File: src/rtl/uart_pkg.sv
// Shared UART definitions: receiver state encoding and default frame geometry.
// Constants are common to baud_rate_generator, uart_rx and uart_tx.
package uart_pkg;

  localparam int UART_DATA_BITS   = 8;
  localparam int UART_SAMPLE_RATE = 16;

  typedef enum logic [2:0] {
    IDLE   = 3'd0,
    START  = 3'd1,
    DATA   = 3'd2,
    PARITY = 3'd3,
    STOP   = 3'd4
  } rx_state_t;

endpackage

File: src/rtl/sync_2ff.sv
// Two-flop synchronizer for a single asynchronous bit; 2-cycle latency.
// No handshake; reset value is parameterised so idle-high lines stay high through reset.
module sync_2ff #(
  parameter logic RESET_VAL = 1'b1
) (
  input  logic clock,
  input  logic reset,
  input  logic d,
  output logic q
);

  logic meta;

  always_ff @(posedge clock) begin
    if (reset) begin
      meta <= RESET_VAL;
      q    <= RESET_VAL;
    end else begin
      meta <= d;
      q    <= meta;
    end
  end

endmodule

File: src/rtl/uart_rx.sv
// UART receiver, 8N1 (even parity when UART_RX_PARITY_EN is defined); data_valid 1 clock after stop-centre tick.
// Byte held until data_ack; a frame finishing while a byte is held is dropped and flagged as overrun.
module uart_rx
  import uart_pkg::*;
#(
  parameter int DATA_BITS   = UART_DATA_BITS,
  parameter int SAMPLE_RATE = UART_SAMPLE_RATE
) (
  input  logic                 clock,
  input  logic                 reset,
  input  logic                 rx,
  input  logic                 tick,
  input  logic                 data_ack,
  output logic                 start_rx,
  output logic [DATA_BITS-1:0] data,
  output logic                 data_valid,
  output logic                 framing_error,
  output logic                 overrun_error,
`ifdef UART_RX_PARITY_EN
  output logic                 parity_error,
`endif
  output logic                 busy
);

  localparam int CW = $clog2(SAMPLE_RATE);
  localparam int BW = $clog2(DATA_BITS + 1);

  rx_state_t            state;
  logic                 rx_s;
  logic                 rx_prev;
  logic [CW-1:0]        tick_cnt;
  logic [BW-1:0]        bit_cnt;
  logic [DATA_BITS-1:0] shift_reg;
  logic                 centre_hit;
  logic                 end_hit;
  logic                 par_bad;
  logic                 frame_ok;

  sync_2ff #(.RESET_VAL(1'b1)) u_sync (
    .clock (clock),
    .reset (reset),
    .d     (rx),
    .q     (rx_s)
  );

  assign centre_hit = tick && (tick_cnt == CW'(SAMPLE_RATE / 2 - 1));
  assign end_hit    = tick && (tick_cnt == CW'(SAMPLE_RATE - 1));
  assign busy       = (state != IDLE);

`ifdef UART_RX_PARITY_EN
  logic par_bit;
  assign par_bad = ^{shift_reg, par_bit};
`else
  assign par_bad = 1'b0;
`endif

  assign frame_ok = rx_s && !par_bad;

  always_ff @(posedge clock) begin
    if (reset) begin
      state         <= IDLE;
      rx_prev       <= 1'b1;
      tick_cnt      <= '0;
      bit_cnt       <= '0;
      shift_reg     <= '0;
      data          <= '0;
      data_valid    <= 1'b0;
      start_rx      <= 1'b0;
      framing_error <= 1'b0;
      overrun_error <= 1'b0;
`ifdef UART_RX_PARITY_EN
      par_bit       <= 1'b0;
      parity_error  <= 1'b0;
`endif
    end else begin
      rx_prev       <= rx_s;
      start_rx      <= 1'b0;
      framing_error <= 1'b0;
      overrun_error <= 1'b0;
`ifdef UART_RX_PARITY_EN
      parity_error  <= 1'b0;
`endif
      if (data_ack && data_valid)
        data_valid <= 1'b0;
      if (tick)
        tick_cnt <= tick_cnt + CW'(1);

      case (state)
        IDLE: begin
          // Only a genuine high-to-low edge starts a frame; a held-low line never does.
          if (rx_prev && !rx_s) begin
            start_rx <= 1'b1;
            state    <= START;
            tick_cnt <= tick ? CW'(1) : '0;
          end
        end
        START: begin
          if (centre_hit) begin
            tick_cnt <= '0;
            bit_cnt  <= '0;
            state    <= rx_s ? IDLE : DATA;
          end
        end
        DATA: begin
          if (end_hit) begin
            tick_cnt  <= '0;
            shift_reg <= {rx_s, shift_reg[DATA_BITS-1:1]};
            bit_cnt   <= bit_cnt + BW'(1);
            if (bit_cnt == BW'(DATA_BITS - 1)) begin
`ifdef UART_RX_PARITY_EN
              state <= PARITY;
`else
              state <= STOP;
`endif
            end
          end
        end
`ifdef UART_RX_PARITY_EN
        PARITY: begin
          if (end_hit) begin
            tick_cnt <= '0;
            par_bit  <= rx_s;
            state    <= STOP;
          end
        end
`endif
        STOP: begin
          if (end_hit) begin
            tick_cnt <= '0;
            state    <= IDLE;
            if (!rx_s)
              framing_error <= 1'b1;
`ifdef UART_RX_PARITY_EN
            if (par_bad)
              parity_error <= 1'b1;
`endif
            // A same-cycle ack frees the holding register, so the new byte loads without overrun.
            if (frame_ok) begin
              if (!data_valid || data_ack) begin
                data       <= shift_reg;
                data_valid <= 1'b1;
              end else begin
                overrun_error <= 1'b1;
              end
            end
          end
        end
        default: state <= IDLE;
      endcase
    end
  end

endmodule
File: config.mk
export PLATFORM = sky130hd
export DESIGN_NAME = uart_rx
export DESIGN_NICKNAME = d
export VERILOG_FILES = /design/src/rtl/uart_pkg.sv /design/src/rtl/sync_2ff.sv /design/src/rtl/uart_rx.sv
export SDC_FILE = /design/constraint.sdc
export NUM_CORES = 1
export LEC_CHECK = 0
export CORE_MARGIN = 5
export CORE_UTILIZATION = 50
export CTS_CLUSTER_SIZE = 20
export DETAILED_ROUTE_END_ITERATION = 7
export PLACE_DENSITY = 0.69
export SLEW_MARGIN = 40
export SYNTH_ARGS = -nofsm -noshare
export SYNTH_HDL_FRONTEND = slang
export SYNTH_SLANG_ARGS = --single-unit
File: constraint.sdc
create_clock -name clock -period 1.86 [get_ports clock]
set_input_delay 0.558 -clock clock [delete_from_list [all_inputs] [get_ports clock]]
set_output_delay 0.558 -clock clock [all_outputs]
set_load 0.1 [all_outputs]
; Yosys cells after proc, flatten, opt, wreduce, memory -nomap -nowiden
; Cells that the tools add are included.
[totals]
register_bits = 34
in_bits = 5
out_inout_bits = 13
elab_cells = 71
[classes]
addsub = 2
n_eq_ne = 11
mux = 24
bitwise_logic = 4
n_reduce_logical = 18
[op_table]
columns = op, count
row1 = $mux 4, 6
row2 = $mux 3, 5
row3 = $pmux 3 s4, 1
row4 = $pmux 4 s3, 1
row5 = $ne 2x2->1 const B, 5
row6 = $mux 1, 9
row7 = $add 4x1->4 const B, 2
row8 = $eq 4x3->1 const B, 2
row9 = $pmux 4 s2, 1
row10 = $reduce_and 5->1, 1
row11 = $eq 4x4->1 const B, 1
row12 = $logic_and 1x1->1, 4
row13 = $not 1->1, 4
row14 = $reduce_and 4->1, 1
row15 = $reduce_or 2->1, 2
row16 = $reduce_or 4->1, 1
row17 = $eq 3x1->1 const B, 1
row18 = $eq 3x2->1 const B, 1
row19 = $eq 3x3->1 const B, 1
row20 = $logic_not 3->1, 1
row21 = $reduce_and 3->1, 1
row22 = $reduce_bool 3->1, 1
row23 = $reduce_or 3->1, 1
row24 = $logic_not 1->1, 2
row25 = other kinds (4), 4

; Logic depth before layout (Yosys ltp)
; Gate-level depths: netlist of the first run.
[logic_depth]
depth_word = 6
mapped_depth = 7
mapped_depth_nobuf = 5

; By module
; From an unflattened synthesis of the first run, not the netlist that was laid out.
[hier_totals]
cells_unflattened = 163
hier_area_um2 = 1491.4
[modules_own_cells]
columns = module, n_inst, cells_each, area_each_um2, seq_area_each_um2
row1 = uart_rx, 1, 159, 1438.9, 640.6
row2 = sync_2ff, 1, 4, 52.6, 40.0

; Worst setup path before layout of the first run
; OpenSTA, ideal clock, no wires.
[synth_timing]
path_type = register to register
from = register data_valid
to = register data[0]
setup_ps = 128
arrival_time_ps = 1664
required_time_ps = 1732
path_slack_ps = 68
path_stages_with_launch = 5
n_path_buf = 0
synth_period_minus_slack_ps = 1792
path_cell_list = dfxtp_1 -> nand2b_1 -> nand4_2 -> mux2i_1 -> nor2_1
[synth_between]
elab_chain_cells = 3
[synth_lines]
columns = element, line_no
row1 = start: declaration, uart_rx.sv:16  ; output logic data_valid,
row2 = start signal: assignment, uart_rx.sv:67  ; data_valid <= 1'b0;
row3 = start signal: assignment, uart_rx.sv:84  ; data_valid <= 1'b0;
row4 = start signal: assignment, uart_rx.sv:141  ; data_valid <= 1'b1;
row5 = $logic_not 1->1, uart_rx.sv:139  ; if (!data_valid || data_ack) begin
row6 = $logic_or 1x1->1, uart_rx.sv:139
row7 = $reduce_and 4->1 (no source line), -
row8 = end signal: assignment, uart_rx.sv:140  ; data <= shift_reg;
row9 = end: declaration, uart_rx.sv:15  ; output logic [DATA_BITS-1:0] data,
; Every way passes these cells.
; A chain may end at the register's enable or synchronous reset.

; Final worst setup path of the first run
[layout_timing]
from = register state[1]
to = output port busy
[layout_between]
elab_chain_cells = 1
[layout_lines]
columns = element, line_no
row1 = start: declaration, uart_rx.sv:28  ; rx_state_t state;
row2 = start signal: assignment, uart_rx.sv:101  ; state <= rx_s ? IDLE : DATA;
row3 = $reduce_bool 3->1, uart_rx.sv:48  ; assign busy = (state != IDLE);
row4 = end: declaration, uart_rx.sv:22  ; output logic busy
; Every way passes these cells.

==> flow_metrics.tcl, run 1 <==
set metrics [dict create \
    seq_area_frac_synth_pct 48.1 \
    gp_congestion 0.874 \
    crit_required_ns 1.30 \
    synthTopCellsByArea "dfxtp_1 (48%), mux2i_1 (7.1%), nand2_1 (5.3%), nor2_1 (4.8%), a21oi_1 (4.2%)" \
    peakVddDrop_v 0.000815 \
    grt_start_max_net_pins 32 \
    cap_violations 0 \
    yosysUniqueCellTypes 35 \
    routed_wl_microns 2790 \
    io_pins 18 \
    synth_edf_count 0 \
    antenna_cells 0 \
    grt_setup_unrepaired "false" \
    hpwl_microns 1950 \
    critical_path_class "flip-flop to output pin" \
    worstHoldStart "u_sync.meta" \
    viasPerCell 5.50 \
    hold_buffers 0 \
    hp-class "flip-flop to flip-flop" \
    grt_usage_pct 15.5 \
    htreeDepth 2 \
    tritoncts "done" \
    synthFlopType "dfxtp_1" \
    yosysTopAreaCellShare_pct 48.1 \
    netlist_area_sq_mm 0.00141 \
    grt_pass1_wl_microns 5040 \
    antenna_found_initial 0 \
    syn_inst 155 \
    clkTransAtPathRegs_ns 0.10 \
    pre_cts_ws_ns -0.185 \
    clk_latency_ns 0.33 \
    drive_above_1_share_pct 24.3 \
    rows 19 \
    ant_nets 0 \
    dieArea_sq_mm 0.00399 \
    period_minus_slack_ns 1.77 \
    fin_skew_ns 0.00640 \
    overflow 0 \
    cts_sinks 34 \
    maxSlewHeadroom_pct 79.2 \
    final.setup.tns_ns 0 \
    final.setup.worst_slack_ns 0.0892 \
    ys_warn_count 0 \
    ys_seq_elements 34 \
    fillers 201 \
    initial_utilization_pct 51.7 \
    synth_area_per_cell_sq_um 9.12 \
    syn_nets 162 \
    worst_ep_arrival_time_ns 1.21 \
    r2r-start "tick_cnt[0]" \
    grt_pass1_vias 1141 \
    slew_violations 0 \
    p_per_area_mw_per_mm2 791 \
    numCtsBuffers 5 \
    drtIter0Drc 36 \
    die_x_microns 63.2 \
    setup_viol 0 \
    fin_crit_sh_pct 95.2 \
    synth-async-reset-ratio_pct 0 \
    max_freq_ghz 0.565 \
    port_buffers 17 \
    nets 187 \
    die_h_microns 63.2 \
    tightest_slew_ns 0.309 \
    route.detailed.drc 0 \
    end_kind "output pin" \
    status "complete, no violations" \
    syn_to_final_growth_pct 35.8 \
    dr_total_vias 1165 \
    worst-path-max-fanout 10 \
    coreArea_sq_mm 0.00273 \
    multi_input_area_sq_um 693 \
    wl_per_cell_microns 13.2 \
    synth_largest_area_cell "dfxtp_1" \
    dr.pass1.iters 4 \
    hold_violations 0 \
    startpoint "state[1]" \
    start_kind "flip-flop" \
    root_buffer "clkbuf_4" \
    p_leak_nw 0.764 \
    regArea_sq_um 689 \
    cts_max_path_buffers 2 \
]
per-stage QoR:
step	std cells	hold WS, ns	instance area (sq um)	utilization (%)	power (mW)
2_1_floorplan	155	0.389	1410	-	0.805
3_3_place_gp	204	0.397	1790	65.4	0.835
3_5_place_dp	204	0.404	1790	65.4	0.837
4_1_cts	212	0.427	1910	69.8	1.53
5_1_grt	212	0.456	1920	70.3	1.57
6_report	212	0.424	1920	70.3	1.52
final cells by class:
class	instances	area share, %
clock inverters	2	3.13
flip-flops and latches	34	35.9
well taps	31	2.02
repair buffers	26	19.8
multi-input cells	111	36.1
clock buffers	6	2.67
inverters	2	0.391
what timing repair did:
item,4_1_cts,5_1_grt
setup endpoints to repair,1,1
resized for setup,4,4
buffers inserted,0,0
cell usage in the layout, fill, tap and decap left out, types with 4 or more instances in the layout:
cell / instances
dfxtp_1: 31
nand2_1: 20
nor2_1: 18
buf_12: 14
a21oi_1: 12
mux2i_1: 10
buf_4: 8
nand3_1: 6
o21ai_0: 5
clkbuf_4: 5
nand2b_1: 4
a31oi_1: 4
clkdlybuf4s50_1: 4
layer usage:
layer | routed length [microns] | GRT usage (%)
met1 | 1290 | 19.8
met2 | 1310 | 23.6
met3 | 142 | 4.97
met4 | 48 | 7.01
met5 | 0 | 0
logic make-up (layout without fill, tap and decap cells):
| kind of cell | Yosys count | in the layout | synth area share (%) |
|---|---|---|---|
| AOI/OAI and AO/OA | 26 | 26 | 11.4 |
| xor gates and xnor gates | 3 | 3 | 1.86 |
| adders and majority gates | 2 | 2 | 1.77 |
| buffers and inverters | 10 | 36 | 3.63 |
| DFF | 34 | 34 | 48.1 |
| muxes | 11 | 11 | 7.88 |
| and+or+nand+nor | 69 | 69 | 25.3 |
power breakdown:
part           internal, mW  switching, mW  total [mW]  leakage [nW]
Sequential            0.733        0.00909       0.743         0.277
Combinational        0.0368         0.0421      0.0788         0.429
Clock                 0.455          0.242       0.697        0.0585
Total                  1.23          0.293        1.52         0.764
synth_stat cells (3+ instances only):
library cell  number
dfxtp_1           34
a31oi_1            4
a21oi_1           12
buf_4              3
clkbuf_1           3
nor3_1             3
xor2_1             3
mux2i_1           10
nor2_1            18
o21ai_0            5
nand2_1           20
nor2b_1            3
nand2b_1           4
nand3_1            6
or2_2              3
final timing paths:
path | cells past startpoint | slack, ns | endpoint
setup / recovery | 3 | 0.09 | busy
hold / removal | 1 | 0.42 | u_sync.q
setup reg to reg | 7 | 0.33 | shift_reg[4]
hold reg to reg | 1 | 0.42 | u_sync.q
critical path: stages (launching register included):
cell and delay, ns:
dfxtp_4 0.41, nor3_4 0.22, inv_2 0.08, buf_12 0.17
Note: power is estimated with default switching activity, not from simulation.
==> run 2: changes to the inputs <==
--- a/config.mk
+++ b/config.mk
@@ -5,6 +5,7 @@
 export SDC_FILE = /design/constraint.sdc
 export NUM_CORES = 1
 export LEC_CHECK = 0
+export ABC_AREA = 1
 export CORE_MARGIN = 5
 export CORE_UTILIZATION = 50
 export CTS_CLUSTER_SIZE = 20
==> flow_metrics.tcl, run 2 <==
set metrics [dict create \
    status "complete, no violations" \
    cpLargestDelayFamily "flip-flops" \
    final.setup.worst_slack_ns 0.0950 \
    worst-path-max-fanout 5 \
    max_stage_delay_ns 0.44 \
    setup_viol 0 \
    whs_path_depth 1 \
    cts_sinks 34 \
    syn_inst 198 \
    synth-async-reset-ratio_pct 0 \
    coreArea_sq_mm 0.00278 \
    slowest_stage "dfxtp_1" \
    tritoncts "done" \
    slew_violations 0 \
    fillers 243 \
    nets 238 \
    seq_area_frac_synth_pct 46.5 \
    yosysTopAreaCellShare_pct 46.5 \
    drtIter0Drc 54 \
    io_pins 18 \
    fin_crit_sh_pct 94.9 \
    ff2ff_setup_slack_ns 0.31 \
    ff2ff_path_depth 10 \
    synthTopCellsByArea "dfxtp_1 (46%), nor2_1 (9.5%), nand2_1 (7.2%), inv_1 (6.4%), a21oi_1 (5.1%)" \
    fin_skew_ns 0.00809 \
    critical_path_class "flip-flop to output pin" \
    grt_pass1_vias 1298 \
    synth_edf_count 0 \
    yosysUniqueCellTypes 26 \
    ant_nets 0 \
    power.share.switching_pct 34.4 \
    syn_to_final_growth_pct 32.5 \
    netlist_area_sq_mm 0.00146 \
    p_int_mw 1.14 \
    viasPerCell 5.13 \
    root_buffer "clkbuf_4" \
    die_x_microns 64.1 \
    path_cells "nor2_2 > nand2_1 > buf_12" \
    min_to "u_sync.q" \
    max_freq_ghz 0.567 \
    worst_ep_arrival_time_ns 1.21 \
    route.detailed.drc 0 \
    layout_common_cells "nor2_1 (37), dfxtp_1 (33), nand2_1 (28)" \
    wl_per_cell_microns 11.5 \
    yosys-top-cells-count "nor2_1 (37), dfxtp_1 (34), nand2_1 (28)" \
    worstHoldStart "u_sync.meta" \
    hold_violations 0 \
    pre_cts_ws_ns -0.147 \
    r2r-start "tick_cnt[0]" \
    grt_usage_pct 16.3 \
    cts_max_path_buffers 2 \
    port_buffers 17 \
    tightest_slew_ns 0.555 \
    peakVddDrop_v 0.00111 \
    grt_pass1_wl_microns 5420 \
    synth.most_common_cell "nor2_1" \
    hp-class "flip-flop to flip-flop" \
    period_minus_slack_ns 1.76 \
    gp_congestion 0.858 \
    maxSlewHeadroom_pct 62.9 \
    rows 19 \
    p_comb_share_pct 29.2 \
    hold_buffers 0 \
    htreeDepth 2 \
    crit_required_ns 1.30 \
    dr_total_vias 1349 \
    clockPowerShare_pct 24.2 \
    syn_nets 205 \
    grt_setup_unrepaired "false" \
    reg2reg_to "bit_cnt[1]" \
    dr.pass1.iters 4 \
    ys_warn_count 0 \
    synthFlopType "dfxtp_1" \
    end_kind "output pin" \
    clkTransAtPathRegs_ns 0.10 \
    grt_start_max_net_pins 23 \
    p_switching_mw 0.597 \
    final_common_cell "nor2_1" \
    routed_wl_microns 3040 \
    p_leak_nw 0.826 \
    antenna_found_initial 0 \
    die_h_microns 64.1 \
    seq_power_share_pct 46.7 \
    synth_largest_area_cell "dfxtp_1" \
    drive_above_1_share_pct 19.8 \
    finish.utilization_pct 69.7 \
    hpwl_microns 2320 \
    clk_latency_ns 0.33 \
    dieArea_sq_mm 0.00411 \
    ys_seq_elements 34 \
    cp_num_buf_inv 1 \
    synth_area_per_cell_sq_um 7.39 \
    p_per_area_mw_per_mm2 895 \
    initial_utilization_pct 52.6 \
    overflow 0 \
    numCtsBuffers 5 \
    antenna_cells 0 \
    start_kind "flip-flop" \
    cap_violations 0 \
]
## run 2: power by group through the flow
stage                     clock network [mW]  logic (mW)  registers [mW]
after floorplan                            0       0.329           0.824
after global placement                     0       0.488           0.820
after detailed placement                   0       0.501           0.822
after CTS                              0.437       0.502           0.806
after global routing                   0.475       0.558           0.813
final                                  0.419       0.506           0.810
## run 2: area by class of cell
| cell class | count | area [sq um] | share of cell area [%] |
|---|---|---|---|
| sequential | 34 | 682 | 35.2 |
| clock buffer | 7 | 55.1 | 2.84 |
| tap | 31 | 38.8 | 2.00 |
| multi-input combinational | 133 | 658 | 33.9 |
| timing repair buffer | 30 | 398 | 20.5 |
| inverter | 27 | 103 | 5.29 |
| clock inverter | 1 | 5.00 | 0.258 |
## run 2: kinds of logic (layout without fill, tap and decap cells)
family	count (synthesis)	count (layout)	synth area share [%]
adder cells (fa/ha/maj)	2	2	1.71
flip-flops	34	34	46.5
buffers and inverters	31	65	8.55
XOR/XNOR	2	2	1.20
AO/OA/AOI/OAI	32	32	10.9
AND/OR/NAND/NOR	97	97	31.1
## run 2: layer usage
| layer | up-vias | track usage [%] | wire length, microns |
|---|---|---|---|
| met1 | 617 | 18.4 | 1320 |
| li1 | 697 | - | - |
| met5 | - | 0 | 0 |
| met2 | 29 | 27.1 | 1490 |
| met3 | 6 | 6.48 | 183 |
| met4 | 0 | 7.12 | 39 |
## run 2: how the worst max path moves through the flow
stage | from | end | cells past startpoint
after global placement | tick | bit_cnt[2] | 9
final | state[0] | busy | 3
after floorplan | state[2] | busy | 2
after detailed placement | tick | bit_cnt[1] | 10
after CTS | state[2] | busy | 3
after global routing | state[0] | busy | 3
## run 2: repair_timing
action | 4_1_cts | 5_1_grt
gates resized for setup | 0 | 1
buffers inserted | 0 | 0
endpoints found under the setup margin | 0 | 1
## run 2: stage by stage
| stage | std cells | hold slack [ns] | TNS [ns] | cell area, sq um | power (mW) |
|---|---|---|---|---|---|
| final | 263 | 0.427 | 0 | 1940 | 1.74 |
| after floorplan | 198 | 0.389 | 0 | 1460 | 1.15 |
| after CTS | 263 | 0.426 | 0 | 1940 | 1.74 |
| after detailed placement | 255 | 0.397 | -1.99 | 1880 | 1.32 |
| after global routing | 263 | 0.450 | 0 | 1940 | 1.85 |
| after global placement | 255 | 0.403 | -0.558 | 1880 | 1.31 |
